--- src/rtl/ar_decoder_n.sv ---
// AXI AR-channel decoder: one-entry register slice routing VALID to the slave owning the address.
// Unmapped requests are answered by a built-in default slave with LEN+1 DECERR beats.
module ar_decoder_n #(
  parameter int NUM_SLAVES  = 2,
  parameter int REGION_LOG2 = 16,
  parameter int ID_BITS     = 4,
  parameter int IDS_BITS    = 8,
  parameter int MASTER_ID   = 0,
  parameter int ADDR_BITS   = 32,
  parameter int LEN_BITS    = 4,
  parameter int SIZE_BITS   = 3,
  parameter int DATA_BITS   = 32
) (
  input  logic                  ACLK,
  input  logic                  ARESETn,
  input  logic [ID_BITS-1:0]    ARID_M,
  input  logic [ADDR_BITS-1:0]  ARADDR_M,
  input  logic [LEN_BITS-1:0]   ARLEN_M,
  input  logic [SIZE_BITS-1:0]  ARSIZE_M,
  input  logic [1:0]            ARBURST_M,
  input  logic                  ARVALID_M,
  output logic                  ARREADY_M,
  output logic [IDS_BITS-1:0]   ARID_S,
  output logic [ADDR_BITS-1:0]  ARADDR_S,
  output logic [LEN_BITS-1:0]   ARLEN_S,
  output logic [SIZE_BITS-1:0]  ARSIZE_S,
  output logic [1:0]            ARBURST_S,
  output logic [NUM_SLAVES-1:0] ARVALID_S,
  input  logic [NUM_SLAVES-1:0] ARREADY_S,
  output logic [IDS_BITS-1:0]   RID_E,
  output logic [DATA_BITS-1:0]  RDATA_E,
  output logic [1:0]            RRESP_E,
  output logic                  RLAST_E,
  output logic                  RVALID_E,
  input  logic                  RREADY_E
);

  localparam int SEL_W = (NUM_SLAVES > 1) ? $clog2(NUM_SLAVES) : 1;
  localparam int MID_W = IDS_BITS - ID_BITS;
  localparam logic [MID_W-1:0] MID = MID_W'(MASTER_ID);

  typedef enum logic {E_IDLE, E_RESP} e_state_t;

  logic                 r_full;
  logic                 r_err;
  logic [SEL_W-1:0]     r_sel;
  logic [ID_BITS-1:0]   r_id;
  logic [ADDR_BITS-1:0] r_addr;
  logic [LEN_BITS-1:0]  r_len;
  logic [SIZE_BITS-1:0] r_size;
  logic [1:0]           r_burst;

  e_state_t             r_state;
  logic [LEN_BITS-1:0]  r_cnt;
  logic [IDS_BITS-1:0]  r_rid;

  e_state_t             w_state_nxt;
  logic [LEN_BITS-1:0]  w_cnt_nxt;
  logic [IDS_BITS-1:0]  w_rid_nxt;

  logic [ADDR_BITS-1:0] w_idx;
  logic                 w_map;
  logic                 w_pop_map;
  logic                 w_pop_err;
  logic                 w_pop;
  logic                 w_push;

  assign w_idx = ARADDR_M >> REGION_LOG2;
  assign w_map = (w_idx < ADDR_BITS'(NUM_SLAVES));

  always_comb begin
    ARVALID_S = '0;
    for (int i = 0; i < NUM_SLAVES; i++) begin
      ARVALID_S[i] = r_full & ~r_err & (r_sel == SEL_W'(i));
    end
  end

  assign w_pop_map = |(ARVALID_S & ARREADY_S);
  assign w_pop_err = r_full & r_err & (r_state == E_IDLE);
  assign w_pop     = w_pop_map | w_pop_err;
  assign ARREADY_M = ~r_full | w_pop;
  assign w_push    = ARVALID_M & ARREADY_M;

  // A push in the same cycle as a pop simply overwrites the entry.
  always_ff @(posedge ACLK or negedge ARESETn) begin
    if (!ARESETn) begin
      r_full  <= 1'b0;
      r_err   <= 1'b0;
      r_sel   <= '0;
      r_id    <= '0;
      r_addr  <= '0;
      r_len   <= '0;
      r_size  <= '0;
      r_burst <= '0;
    end else if (w_push) begin
      r_full  <= 1'b1;
      r_err   <= ~w_map;
      r_sel   <= w_idx[SEL_W-1:0];
      r_id    <= ARID_M;
      r_addr  <= ARADDR_M;
      r_len   <= ARLEN_M;
      r_size  <= ARSIZE_M;
      r_burst <= ARBURST_M;
    end else if (w_pop) begin
      r_full  <= 1'b0;
    end
  end

  assign ARID_S    = {MID, r_id};
  assign ARADDR_S  = r_addr;
  assign ARLEN_S   = r_len;
  assign ARSIZE_S  = r_size;
  assign ARBURST_S = r_burst;

  always_ff @(posedge ACLK or negedge ARESETn) begin
    if (!ARESETn) begin
      r_state <= E_IDLE;
      r_cnt   <= '0;
      r_rid   <= '0;
    end else begin
      r_state <= w_state_nxt;
      r_cnt   <= w_cnt_nxt;
      r_rid   <= w_rid_nxt;
    end
  end

  always_comb begin
    w_state_nxt = r_state;
    w_cnt_nxt   = r_cnt;
    w_rid_nxt   = r_rid;
    RVALID_E    = 1'b0;
    RRESP_E     = 2'b00;
    RLAST_E     = 1'b0;
    RDATA_E     = '0;
    case (r_state)
      E_IDLE: begin
        if (w_pop_err) begin
          w_state_nxt = E_RESP;
          w_cnt_nxt   = r_len;
          w_rid_nxt   = {MID, r_id};
        end
      end
      E_RESP: begin
        RVALID_E = 1'b1;
        RRESP_E  = 2'b11;
        RLAST_E  = (r_cnt == '0);
        if (RREADY_E) begin
          if (r_cnt == '0) w_state_nxt = E_IDLE;
          else             w_cnt_nxt   = r_cnt - 1'b1;
        end
      end
      default: w_state_nxt = E_IDLE;
    endcase
  end

  assign RID_E = r_rid;

endmodule

--- config.mk ---
export PLATFORM = sky130hd
export DESIGN_NAME = ar_decoder_n
export DESIGN_NICKNAME = d
export VERILOG_FILES = /design/src/rtl/ar_decoder_n.sv
export SDC_FILE = /design/constraint.sdc
export NUM_CORES = 1
export LEC_CHECK = 0
export CAP_MARGIN = 30
export CORE_MARGIN = 2
export CORE_UTILIZATION = 35
export DETAILED_ROUTE_END_ITERATION = 6
export HOLD_SLACK_MARGIN = 0.06
export PLACE_DENSITY = 0.83
export SLEW_MARGIN = 10
export SYNTH_ARGS = -nofsm -noshare
export SYNTH_HDL_FRONTEND = slang
export SYNTH_SLANG_ARGS = --single-unit
--- constraint.sdc ---
create_clock -name ACLK -period 1.7 [get_ports ACLK]
set_clock_uncertainty 0.05 [all_clocks]
set_input_delay 0.255 -clock ACLK [delete_from_list [all_inputs] [get_ports ACLK]]
set_output_delay 0.255 -clock ACLK [all_outputs]
set_load 0.1 [all_outputs]
Word-level counts from Yosys, hierarchy flattened
Cells that the tools add are included.
{"block": "word_totals", "elab_cells": 48, "register_bits": 57, "output_inout_bits": 96, "input_bits": 51}
{"block": "classes", "magnitude_cmp": 1, "bitwise": 14, "n_eq_ne": 3, "reduce_logical": 5, "n_mux": 13, "n_addsub": 1}
{"operator": "16-bit by 2-bit < comparator with 1-bit output, second input constant", "n": 1}
{"operator": "4-bit 2-to-1 mux", "n": 3}
{"operator": "4-bit one-hot mux with 2 select lines", "n": 1}
{"operator": "1-bit 2-to-1 mux", "n": 7}
{"operator": "1-bit bitwise AND", "n": 6}
{"operator": "2-bit != test, second input constant", "n": 3}
{"operator": "1-bit inverter", "n": 5}
{"operator": "4-bit zero test", "n": 1}
{"operator": "4-bit by 1-bit subtractor with 4-bit output, second input constant", "n": 1}
{"operator": "3-bit AND reduction", "n": 1}
{"operator": "2-bit bitwise AND", "n": 1}
{"operator": "2-bit 2-to-1 mux", "n": 1}
{"operator": "1-bit OR", "n": 2}
{"operator": "1-bit one-hot mux with 2 select lines", "n": 1}
{"operator": "2-bit AND reduction", "n": 1}
{"operator": "2-bit nonzero test", "n": 1}
{"operator": "2-bit OR reduction", "n": 1}

Logic depth before layout (Yosys ltp)
Gate-level depths: netlist of run 1.
{"block": "depth", "word_depth": 9, "ltp_mapped": 5}

Worst setup path before layout of run 1
OpenSTA, ideal clock, no wires.
{"block": "synth_path", "path_kind": "register -> output", "from": "register r_state", "to": "output RLAST_E", "path_stages_with_launch": 3, "n_path_buf": 1, "path_slack_ps": -695, "arrival_ps": 2090, "cell_sequence": "dfrtp_1 > clkbuf_1 > and2_1"}
{"block": "synth_between", "elab_chain_cells": 1}
{"item": "from (decl)", "line_no": "53", "rtl": "e_state_t r_state;"}
{"item": "from (signal assigned)", "line_no": "121", "rtl": "r_state <= w_state_nxt;"}
{"item": "1-bit 2-to-1 mux", "line_no": "135", "rtl": "case (r_state)"}
{"item": "to (decl)", "line_no": "33", "rtl": "output logic RLAST_E,"}
No other way between the ends.

==> metrics.txt, run 1 <==
CTS tree=done; proportion of layout cells with a drive suffix above 1=45.9%; number of DRC markers in iteration 0=31; Routed wire per std cell=16.0 um; hold crit path type=in2async; global placement routability congestion=0.859; Post-Synth Adder-Cell Area=0.891%; DRC Markers=0; vias=1884; Initial Util=36.1%; Syn Area/Cell=14.0 um2; reg2reg start=ARADDR_S[16]$_DFFE_PN0P_; Worst R2R Path Depth=5; number of detailed-route iterations in the first pass=2; clock sinks=56; outcome=complete, but fails checks; Max Cap Violations=0; Max Freq=546 MHz; Skew-Pair Late Insertion Delay=0.30 ns; Pins Over Slew Limit=0; final setup vio count=48; H-tree levels=2; final antenna-violating net count=0; Simple-Gate Fraction of Synth Area=4.81%; Crit Path Class=reg2out; crit path capture=ARREADY_M; Yosys reg bits=56; RSZ-0062 raised after global routing=yes; distinct cell type count after synthesis=30; clock buffer depth=2; die area=0.00875 mm2; total track usage=15.6%; Critical Path Sink Type=primary output; dpl hpwl=4910 um; Core ar.=0.00777 mm2; root buffer cell=clkbuf_8; largest family of logic cells by synthesized area=multiplexers; num rows=32; Die Height=93.6 um; initial antenna violation count=0; Avg Vias per Cell=4.37; min cycle time layout=1.83 ns; mux cell area share after synthesis=26.3%; first-pass GRT wire length=10500 um; dpl ws=-0.301 ns; Synth Cell Area=0.00281 mm2; drt total wl=6910 um; vias in the first global route=1971; Ys Warns=0; xor/xnor share of the synthesized area=0%; I/O Pins=147; failing checks=setup timing; Area growth, synth to finish=72.5%; # diodes=0; Num CTS Buffers=5; # fillers=575; crit start category=flop; compound-gate portion of the synthesized area=3.65%; Final period util=108%; final global-route overflow total=0; worst endpoint required time=1.39 ns; Post-Synthesis Cells=201; final hold viol count=0; flop2flop setup slack=-0.12 ns; Worst Path Max Fanout=2; Clock transition at path regs=0.10 ns; Worst Setup SP=ARADDR_S[16]$_DFFE_PN0P_; IO Port Bufs=106; worst setup margin=-0.131 ns; Final #Nets=381; WHS=0.456 ns; Seq/Total Area, Yosys=49.9%; capturing point of the worst reg2reg path=ARADDR_S[16]$_DFFE_PN0P_; Die X=93.6 um; largest net degree at the start of global routing=57; critical path arrival=1.53 ns
## kinds of logic after synthesis
logic type,Yosys count
AND/OR/NAND/NOR,26
flip-flops,56
buffers and inverters,52
AO/OA/AOI/OAI,12
other,1
multiplexers,52
adder cells (fa/ha/maj),2
## worst min-delay path by stage
stage / depth (start not counted) / end / slack (ns)
2_1_floorplan: 0 / ARADDR_S[0]$_DFFE_PN0P_ / -0.09
3_3_place_gp: 2 / ARADDR_S[21]$_DFFE_PN0P_ / 0.23
3_5_place_dp: 2 / ARADDR_S[25]$_DFFE_PN0P_ / 0.23
4_1_cts: 3 / ARADDR_S[21]$_DFFE_PN0P_ / 0.43
5_1_grt: 3 / ARADDR_S[21]$_DFFE_PN0P_ / 0.47
6_report: 3 / ARADDR_S[25]$_DFFE_PN0P_ / 0.46
## registers in the layout, indices dropped and copies added (netlist names)
signal,flops
ARADDR_S,32
ARLEN_S,4
RID_E,4
r_cnt,4
r_id,4
ARSIZE_S,3
ARBURST_S,2
r_err,1
r_full,1
r_state,1
## placed cells by master, fill, tap and decap left out, types with 3 or more instances in the layout
cell type        netlist  final
clkdlybuf4s50_1        0     49
nand2_1                7      6
conb_1                 1     40
buf_12                 0     61
a211oi_1               3      3
nor4_1                 3      3
nor3_1                 4      4
dfrtp_1               56     54
clkbuf_16              0      3
clkbuf_8               0      6
mux2_4                41     47
mux2_2                10      4
buf_4                 43     11
## metrics by stage
stage	cell area, um2	cells	utilization [%]	setup TNS (ns)
4_1_cts	4740	427	61.1	-3.11
2_1_floorplan	2970	240	-	-2.85
6_report	4840	431	62.4	-3.01
3_5_place_dp	4480	413	57.7	-11.56
5_1_grt	4840	431	62.4	-4.77
3_3_place_gp	4480	413	57.7	-9.90
## cells in the mapped netlist
cell type	n	area, um2
buf_4	43	323
nand2_1	7	26.3
nand4_1	1	6.26
a21o_1	2	15.0
nor4b_1	1	8.76
nor4_1	3	18.8
o21ai_0	1	5.00
and3_1	2	12.5
mux2i_1	1	10.0
a21oi_1	1	5.00
mux2_2	10	113
nor2_1	4	15.0
conb_1	1	3.75
clkbuf_1	1	3.75
inv_1	4	15.0
dfrtp_1	56	1400
a211o_1	1	8.76
o211ai_4	1	21.3
nor3_1	4	20.0
nand3_1	1	5.00
nand2b_2	1	8.76
o22a_1	1	8.76
and2_1	1	6.26
a31oi_1	1	6.26
a221o_1	1	10.0
mux2_4	41	616
a211oi_1	3	22.5
nor3b_1	1	7.51
ha_1	2	25.0
buf_8	4	60.1
## worst max-delay path, stage by stage, from the launching register on
cell,delay (ns)
dfrtp_1,0.42
mux2_4,0.34
o21ai_2,0.12
buf_4,0.13
nand2_4,0.05
buf_12,0.16
## metal layers
metal  global-route usage (%)  part of all wire, %
met5                        0                    0
met2                     26.9                   52
met1                     19.0                   39
met4                     3.50                  1.4
met3                     5.08                  6.9
## cell type report
cell class	instances	area, um2	area share (%)
clock buffer	6	82.6	1.70
clock inverter	2	10.0	0.207
inverter	4	15.0	0.310
multi-input combinational	132	1230	25.4
sequential	56	1410	29.0
tap	102	128	2.63
timing repair buffer	129	1970	40.7
## repair_timing
action | in CTS | in global routing
setup buffers | 3 | 1
hold buffers | 1 | 0
gates cloned | 2 | 3
setup endpoints to repair | 25 | 50
hold endpoints to repair | 56 | 0
gates resized for setup | 18 | 5
Power of run 1 is left out: the tool's default activity adds up to more than one toggle a clock period on the data nets, which glitch-free logic cannot reach.
==> inputs of run 2 (changes only) <==
--- a/config.mk
+++ b/config.mk
@@ -11,6 +11,7 @@
 export DETAILED_ROUTE_END_ITERATION = 6
 export HOLD_SLACK_MARGIN = 0.06
 export PLACE_DENSITY = 0.83
+export SETUP_SLACK_MARGIN = 0.4
 export SLEW_MARGIN = 10
 export SYNTH_ARGS = -nofsm -noshare
 export SYNTH_HDL_FRONTEND = slang
==> run 2 against run 1 <==
Against the previous run:
- the flow still finishes with violations (setup timing)
- die area is the same
- final area grew 7.0%
- first-iteration DRC count grew 48%
- largest cell class unchanged
- global-route usage grew 2.1 points
- sequential share of layout area shrank 1.8 points
==> metrics.txt, run 2 (synthesized netlist as in run 1, its figures left out) <==
final hold viol count=0 (unchanged); Core ar.=0.00777 mm2 (unchanged); Area growth, synth to finish=84.6%; drt total wl=7420 um (+7.4%); Final period util=108% (about the same); clock buffer depth=2 (unchanged); RSZ-0062 raised after global routing=yes; min cycle time layout=1.83 ns (+0.000180 ns); CTS tree=done; Crit Path Class=reg2out; I/O Pins=147 (unchanged); Worst Path Max Fanout=2 (unchanged); worst setup margin=-0.131 ns (-0.000180 ns); Num CTS Buffers=5 (unchanged); flop2flop setup slack=-0.11 ns (about the same); Critical Path Sink Type=primary output; failing checks=setup timing; first-pass GRT wire length=12000 um (+14%); number of DRC markers in iteration 0=46 (+48%); final setup vio count=48 (unchanged); worst endpoint required time=1.39 ns (about the same); final global-route overflow total=0 (unchanged); root buffer cell=clkbuf_8; outcome=complete, but fails checks; Skew-Pair Late Insertion Delay=0.32 ns (+0.02 ns); initial antenna violation count=0 (unchanged); IO Port Bufs=106 (unchanged); largest net degree at the start of global routing=57 (unchanged); final antenna-violating net count=0 (unchanged); hold crit path type=in2async; Clock transition at path regs=0.12 ns (+0.02 ns); Max Freq=546 MHz (about the same); Avg Vias per Cell=4.45 (+1.7%); Die Height=93.6 um (unchanged); commonest non-fill, non-tap cells in the layout=64 x buf_12, 51 x mux2_4, 50 x dfrtp_1, 49 x clkdlybuf4s50_1, 40 x conb_1; global placement routability congestion=0.758 (-12%); DRC Markers=0 (unchanged); H-tree levels=2 (unchanged); clock sinks=56 (unchanged); Pins Over Slew Limit=0 (unchanged); total track usage=17.6% (+2.1 points); Die X=93.6 um (unchanged); vias=2001 (+6.2%); critical path arrival=1.53 ns (about the same); Final #Nets=400 (+5.0%); Initial Util=36.1% (unchanged); crit start category=flop; commonest non-fill, non-tap cell in the layout=buf_12; # diodes=0 (unchanged); number of detailed-route iterations in the first pass=4 (+2); Routed wire per std cell=16.5 um (+2.9%); WHS=0.399 ns (-0.0572 ns); die area=0.00875 mm2 (unchanged); proportion of layout cells with a drive suffix above 1=52.6% (+6.7 points); Max Cap Violations=0 (unchanged); max FFs per register=32 (unchanged); dpl hpwl=4910 um (about the same); vias in the first global route=2264 (+15%); num rows=32 (unchanged)
run 2: critical path, cell delays in order (launching register included):
cell,delay (ns)
dfrtp_1,0.41
mux2_4,0.34
o21ai_4,0.14
buf_6,0.12
nand2_4,0.04
buf_12,0.15
run 2: layout make-up:
type | instances | area (um2)
multi-input cells | 132 | 1320
clock inverters | 3 | 23.8
fillers | 524 | 2580
flip-flops and latches | 56 | 1410
inverters | 4 | 15.0
well taps | 102 | 128
clock buffers | 5 | 68.8
repair buffers | 148 | 2210
run 2: path summary, 6_finish.rpt:
path                                                from                        to  depth (start not counted)
worst max-delay path            ARADDR_S[16]$_DFFE_PN0P_                 ARREADY_M                          5
worst min-delay path                             ARESETn   ARSIZE_S[0]$_DFFE_PN0P_                          3
worst max register to register  ARADDR_S[16]$_DFFE_PN0P_  ARBURST_S[0]$_DFFE_PN0P_                          6
worst min register to register      RID_E[0]$_DFFE_PN0P_      RID_E[0]$_DFFE_PN0P_                          1
max in group asynchronous                        ARESETn      RID_E[0]$_DFFE_PN0P_                          3
min in group ACLK                            ARADDR_M[1]   ARADDR_S[1]$_DFFE_PN0P_                          2
run 2: routing by layer:
| metal | share of wire [%] | vias up | track usage, % |
|---|---|---|---|
| met5 | 0 | - | 0 |
| met4 | 1.5 | 0 | 4.95 |
| met3 | 5.5 | 12 | 4.51 |
| met2 | 55 | 80 | 31.5 |
| met1 | 38 | 1004 | 20.9 |
| li1 | - | 905 | - |
run 2: repair_timing:
| item | in CTS | in global routing |
|---|---|---|
| hold buffers | 1 | 0 |
| pin swaps | 5 | 7 |
| cloned | 6 | 0 |
| setup buffers | 17 | 10 |
| setup endpoints to repair | 64 | 66 |
| hold endpoints to repair | 56 | 0 |
| gates resized for setup | 41 | 11 |
run 2: stage by stage:
step	TNS, ns	cell area (um2)	cells	setup slack, ns	util, %
2_1_floorplan	-2.72	3040	240	-0.0682	-
3_3_place_gp	-9.12	4480	408	-0.228	57.7
3_5_place_dp	-10.48	4480	408	-0.265	57.7
4_1_cts	-3.52	5070	440	-0.148	65.2
5_1_grt	-7.44	5180	450	-0.189	66.7
6_report	-4.59	5180	450	-0.131	66.7
Power of run 2 is left out for the same reason.
